## src/rtl/uart_rx_fifo.sv

```systemverilog
// Byte FIFO behind the UART receiver. A byte is captured on each rising edge of the
// receiver's done level. Reads are first-word-fall-through, and the FIFO reports occupancy and a sticky overflow flag.
module uart_rx_fifo #(
  parameter int DEPTH = 16,
  localparam int ADDR_W = $clog2(DEPTH)
) (
  input  logic              i_SysClock,
  input  logic              i_ResetN,
  input  logic [7:0]        i_RxByte,
  input  logic              i_RxDone,
  input  logic              i_RdEn,
  output logic [7:0]        o_RdData,
  output logic              o_Empty,
  output logic              o_Full,
  output logic [ADDR_W:0]   o_Count,
  output logic              o_Overflow,
  input  logic              i_ClrOverflow
);

  localparam logic [ADDR_W-1:0] PTR_ONE  = ADDR_W'(1);
  localparam logic [ADDR_W:0]   CNT_ONE  = (ADDR_W+1)'(1);
  localparam logic [ADDR_W:0]   CNT_FULL = (ADDR_W+1)'(DEPTH);

  logic [7:0]        mem [DEPTH];
  logic [ADDR_W-1:0] wr_ptr, rd_ptr;
  logic [ADDR_W:0]   count;
  logic              done_q, overflow;
  logic              wr_evt, rd_evt, wr_ok, wr_drop;

  // Consumer handshake: o_Empty=0 acts as valid and o_RdData is the head byte.
  // i_RdEn acts as ready. A pop happens only in a cycle where both are high.
  assign wr_evt  = i_RxDone & ~done_q;
  assign rd_evt  = i_RdEn & ~o_Empty;
  assign wr_ok   = wr_evt & (~o_Full | rd_evt);
  assign wr_drop = wr_evt & o_Full & ~rd_evt;

  assign o_Empty    = (count == '0);
  assign o_Full     = (count == CNT_FULL);
  assign o_Count    = count;
  assign o_Overflow = overflow;
  assign o_RdData   = o_Empty ? 8'h00 : mem[rd_ptr];

  // done_q resets high: the receiver idles with done high, so leaving reset is not an edge.
  always_ff @(posedge i_SysClock or negedge i_ResetN) begin
    if (!i_ResetN) begin
      done_q   <= 1'b1;
      wr_ptr   <= '0;
      rd_ptr   <= '0;
      count    <= '0;
      overflow <= 1'b0;
    end else begin
      done_q <= i_RxDone;
      if (wr_ok) wr_ptr <= wr_ptr + PTR_ONE;
      if (rd_evt) rd_ptr <= rd_ptr + PTR_ONE;
      case ({wr_ok, rd_evt})
        2'b10:   count <= count + CNT_ONE;
        2'b01:   count <= count - CNT_ONE;
        default: count <= count;
      endcase
      if (wr_drop) overflow <= 1'b1;
      else if (i_ClrOverflow) overflow <= 1'b0;
    end
  end

  always_ff @(posedge i_SysClock) begin
    if (wr_ok) mem[wr_ptr] <= i_RxByte;
  end

endmodule

```

## config.mk

```make
export PLATFORM = sky130hd
export DESIGN_NAME = uart_rx_fifo
export DESIGN_NICKNAME = d
export VERILOG_FILES = /design/src/rtl/uart_rx_fifo.sv
export SDC_FILE = /design/constraint.sdc
export NUM_CORES = 1
export LEC_CHECK = 0
export BUFFER_PORTS_ARGS = -buffer_cell sky130_fd_sc_hd__buf_2
export CORE_MARGIN = 5
export CORE_UTILIZATION = 60
export DETAILED_ROUTE_END_ITERATION = 7
export PLACE_DENSITY = 0.82
export REMOVE_ABC_BUFFERS = 1
export SLEW_MARGIN = 20
export SYNTH_ARGS = -nofsm -noshare
export SYNTH_HDL_FRONTEND = slang
export SYNTH_SLANG_ARGS = --single-unit
```

## constraint.sdc

```tcl
create_clock -name i_SysClock -period 2.8 [get_ports i_SysClock]
set_input_delay 0.14 -clock i_SysClock [delete_from_list [all_inputs] [get_ports i_SysClock]]
set_output_delay 0.14 -clock i_SysClock [all_outputs]
set_load 0.005 [all_outputs]
```

# ---- Yosys cells after proc, flatten, opt, wreduce, memory -nomap -nowiden
# Memory sizes are Yosys's and may differ from the RTL's.
# Cells that the tools add are included.
# Widths: inputs -> output; s select.
dict set report word_totals {
  regBits 15
  mem_bits_rw 128
  input_bits 13
  word_cells 32
  mem_count 1
}
# name words width rd rd_ports_with_merged_regs wr line_no
set mem_list {}
lappend mem_list {mem 16 8 1 0 1 24} ;# logic [7:0] mem [DEPTH];
dict set report classes {
  add_sub_neg 4
  n_eq_ne 3
  n_mux 6
  n_bitwise 10
  n_reduce_logical 3
}
# cell n
set op_table {}
lappend op_table {{$pmux 5 s2} 1}
lappend op_table {{$add 4x1->4 const B} 2}
lappend op_table {{$mux 8} 1}
lappend op_table {{$add 5x1->5 const B} 1}
lappend op_table {{$and 1x1->1} 5}
lappend op_table {{$eq 5x5->1 const B} 1}
lappend op_table {{$logic_not 5->1} 1}
lappend op_table {{$sub 5x1->5 const B} 1}
lappend op_table {{$mux 1} 4}
lappend op_table {{$not 1->1} 4}
lappend op_table {{$reduce_bool 2->1} 2}
lappend op_table {{$eq 2x1->1 const B} 1}
lappend op_table {{$eq 2x2->1 const B} 1}
lappend op_table {{$or 1x1->1} 1}

# ---- Depth between registers and ports, before layout
dict set report logic_depth {
  ltp_word 7
  mapped_depth 11
  mapped_depth_nobuf 9
}

# ---- Worst setup path before layout
# Ideal clock, no wire load.
dict set report synth_timing {
  kind {reg2reg}
  startpoint {reg count[2] (netlist: o_Count[2])}
  endpoint {reg count[4] (netlist: o_Count[4])}
  arrival_ns 2.264
  required_ns 2.666
  setup_slack_ns 0.403
  stages_incl_launch_ff 12
  n_path_buf 2
  path_cell_list {dfrtp_1 buf_6 or4_4 buf_6 o211ai_4 xnor2_1 ha_1 o31a_1 nor3_1 a22oi_1 nand2_1 o21ai_1}
}
dict set report synth_via {
  elab_chain_cells 7
}
# element line_no
set synth_lines {}
lappend synth_lines {{start: declaration} 26} ;# logic [ADDR_W:0] count;
lappend synth_lines {{start signal: assignment} 56} ;# 2'b10: count <= count + CNT_ONE;
lappend synth_lines {{start signal: assignment} 57} ;# 2'b01: count <= count - CNT_ONE;
lappend synth_lines {{start signal: assignment} 58} ;# default: count <= count;
lappend synth_lines {{$logic_not 5->1} 37} ;# assign o_Empty = (count == '0);
lappend synth_lines {{$not 1->1} 33} ;# assign rd_evt = i_RdEn & ~o_Empty;
lappend synth_lines {{$and 1x1->1} 33}
lappend synth_lines {{$or 1x1->1} 34} ;# assign wr_ok = wr_evt & (~o_Full | rd_evt);
lappend synth_lines {{$and 1x1->1} 34}
lappend synth_lines {{$eq 2x1->1 or $eq 2x2->1 (tied branches)} 55} ;# case ({wr_ok, rd_evt})
lappend synth_lines {{$pmux 5 s2 or $reduce_bool 2->1 (tied branches)} n/a}
# Several ways; a longest one is shown, not always the timed one.
# A chain may end at the register's enable or synchronous reset.

# ---- Worst setup path in the final report
# Same ends and word-level chain as after synthesis.

==> metrics.txt <==
status=completed; setup_tns=0 ns; ANT nets after route=0; static leakage=2.432 nW; WHS Endpoint=mem[13][3]; final std cells w/o fill=508; worst hold-check path type=in2reg; Cell Area, Synth=5861 um^2; critical path endpoint category=register; Clock Sinks=143; DIE HEIGHT=108.8 um; number of synthesized register bits=143; fmax=398.7 MHz; area grow syn2layout=18.25%; layout cells sized above 1=30.40%; Inst Count DP=466; IO Port Bufs=28; clock root buffer=clkbuf_8; Final Cycle Share=89.58%; Post-Syn Instances=307; Period minus WS final=2.508 ns; Hold Crit Start=i_RxByte[3]; antenna cells=0; vias=2952; Yosys top cell area share=65.58%; max cap viols=0; Routed WL per cell=21.86 um; initial antenna violation count=0; DR pass1 iterations=4; R2R Setup Slk=0.29 ns; Initial Util=60.80%; Nets=382; Critical Path Start=o_Count[2]; Hold Crit Depth=1; DRC Markers=0; Bufs and invs on worst path=0; Synth Warn #=0; RSZ-0062 raised after global routing=false; Worst Slack Setup Final=0.2918 ns; slowest stage delay, CP=0.60 ns; clk_skew=0.004001 ns; CTS tree=built; maximum root-to-sink buffer count=2; H-tree levels=4; vias in the first global route=3147; CP max FO=8; ys flop type=edfxtp_1; Clock Pin Slew Worst Setup and Hold Paths=0.06 ns; Chip Width=108.8 um; Final Hold Vio Count=0; worst slack, placed=0.3362 ns; synth top area cells=edfxtp_1 (66%), mux4_2 (12%), dfrtp_1 (6.0%); DRC marker count from the first detailed-route iteration=209; power per cell area=1009 nW/um^2; number of flops mapped to enable cells by yosys=128; vias per inst=5.811; critical path's top delay family=simple AND/OR/NAND/NOR gates; commonest non-fill, non-tap cell in the layout=edfxtp_1; Netlist cell types=40; GP Congestion=0.8374; critical path cell sequence=or4_4 -> o211ai_4 -> xnor2_1 -> ha_1 -> o31a_1 -> nor3_1 -> a22oi_1 -> nand2_1 -> o21ai_1; fraction of registers with async set/reset=10.49%; cells on worst reg2reg path=9; HPWL Detailed=6.775 mm; first-pass GRT wire length=17.56 mm; TritonCTS Buffers=17; Worst path slowest cell=or4_4; leading area contributor after synthesis=edfxtp_1; I/O pin total=29; IR drop worst, VDD=0.5439 mV; largest net degree at the start of global routing=26; RR Startpoint=o_Count[2]; Setup-failing EPs final=0; Worst Path Required=3.19 ns; max_slew headroom=66.59%; max-slew violations=0; reg2reg end=o_Count[4]; worst-margin pin slew=0.5011 ns; Syn Area/Cell=19.09 um^2; CP startpoint kind=register; row count=36; area of the core=9639 um^2; aggregate global routing overflow=0; Seq/Total Area, Yosys=72.01%; Worst-Skew Late Latency=0.51 ns; Arr. time, crit path=2.90 ns; Pwr Total=6.992 mW; final wirelength=11.11 mm; most frequent cells in the layout=edfxtp_1 (128), mux4_2 (32), buf_2 (28); WS Path Type=reg2reg; Total GRT Usage=21.08%; Die ar.=11840 um^2
-- per-layer routing --
metal / routed length [um] / track usage, % / share of wire, %
met1: 4442 / 27.45 / 40
met2: 5878 / 35.75 / 53
met3: 682 / 4.677 / 6.1
met4: 104 / 6.673 / 0.94
met5: 0 / 0 / 0
-- cells by family after synthesis --
kind of cell | after synthesis | synth area share, %
DFF | 143 | 72.01
muxes | 51 | 15.63
and+or+nand+nor | 48 | 4.377
buffers and inverters | 26 | 2.071
AOI/OAI and AO/OA | 22 | 2.925
xor gates and xnor gates | 10 | 1.495
adders and majority gates | 7 | 1.494
-- worst max path at each step --
stage | to | cells after the start
after floorplan | o_RdData[6] | 3
after CTS | o_RdData[2] | 5
after global routing | o_Count[4] | 9
after detailed placement | o_Count[4] | 9
after global placement | o_Count[4] | 9
final | o_Count[4] | 9
-- stage by stage --
stage,hold slack (ns),utilization (%),instance area [um^2]
2_1_floorplan,-0.1556,-,5769
3_3_place_gp,0.06016,64.29,6197
3_5_place_dp,0.06950,64.29,6197
4_1_cts,0.005330,71.87,6928
5_1_grt,0.01985,71.90,6930
6_report,0.02983,71.90,6930
-- synthesized netlist by cell type (2+ instances only) --
master    instances
ha_1              7
nand2_1           9
o21ai_0           2
xor2_1            2
clkbuf_1          9
buf_6             2
buf_2             4
nand3_1           5
buf_1             2
nand4_1           2
nor3_1            5
mux4_2           32
mux2i_1          18
and2_1            9
nor2b_1           4
a21oi_1           2
nor2_1            7
xnor2_1           8
edfxtp_1        128
o21ai_1           3
dfrtp_1          14
o22ai_1           8
inv_1             8
-- repair_timing --
item	4_1_cts	5_1_grt
endpoints found under the hold margin	123	0
resized for setup	0	1
setup buffers	0	0
setup endpoints to repair	0	2
hold buffers	10	0
-- final cells by class --
type | instances | area, um^2
Clock inverter | 15 | 216.5
Inverter | 8 | 30.03
Tap cell | 133 | 166.4
Clock buffer | 17 | 414.1
Fill cell | 594 | 2709
Timing Repair Buffer | 54 | 360.3
Multi-Input combinational cell | 138 | 1521
Sequential cell | 143 | 4222
-- state kept, by name, summed over array words and instances (netlist names) --
register / cells
o_Overflow: 1
done_q: 1
rd_ptr: 4
mem: 128
o_Count: 5
wr_ptr: 4
-- report_power, final --
group	total, mW	internal (mW)	switching (mW)
Sequential	2.69	2.52	0.169
Clock	2.36	1.53	0.828
Combinational	1.94	0.964	0.978
Power figures use the tool's default switching activity.
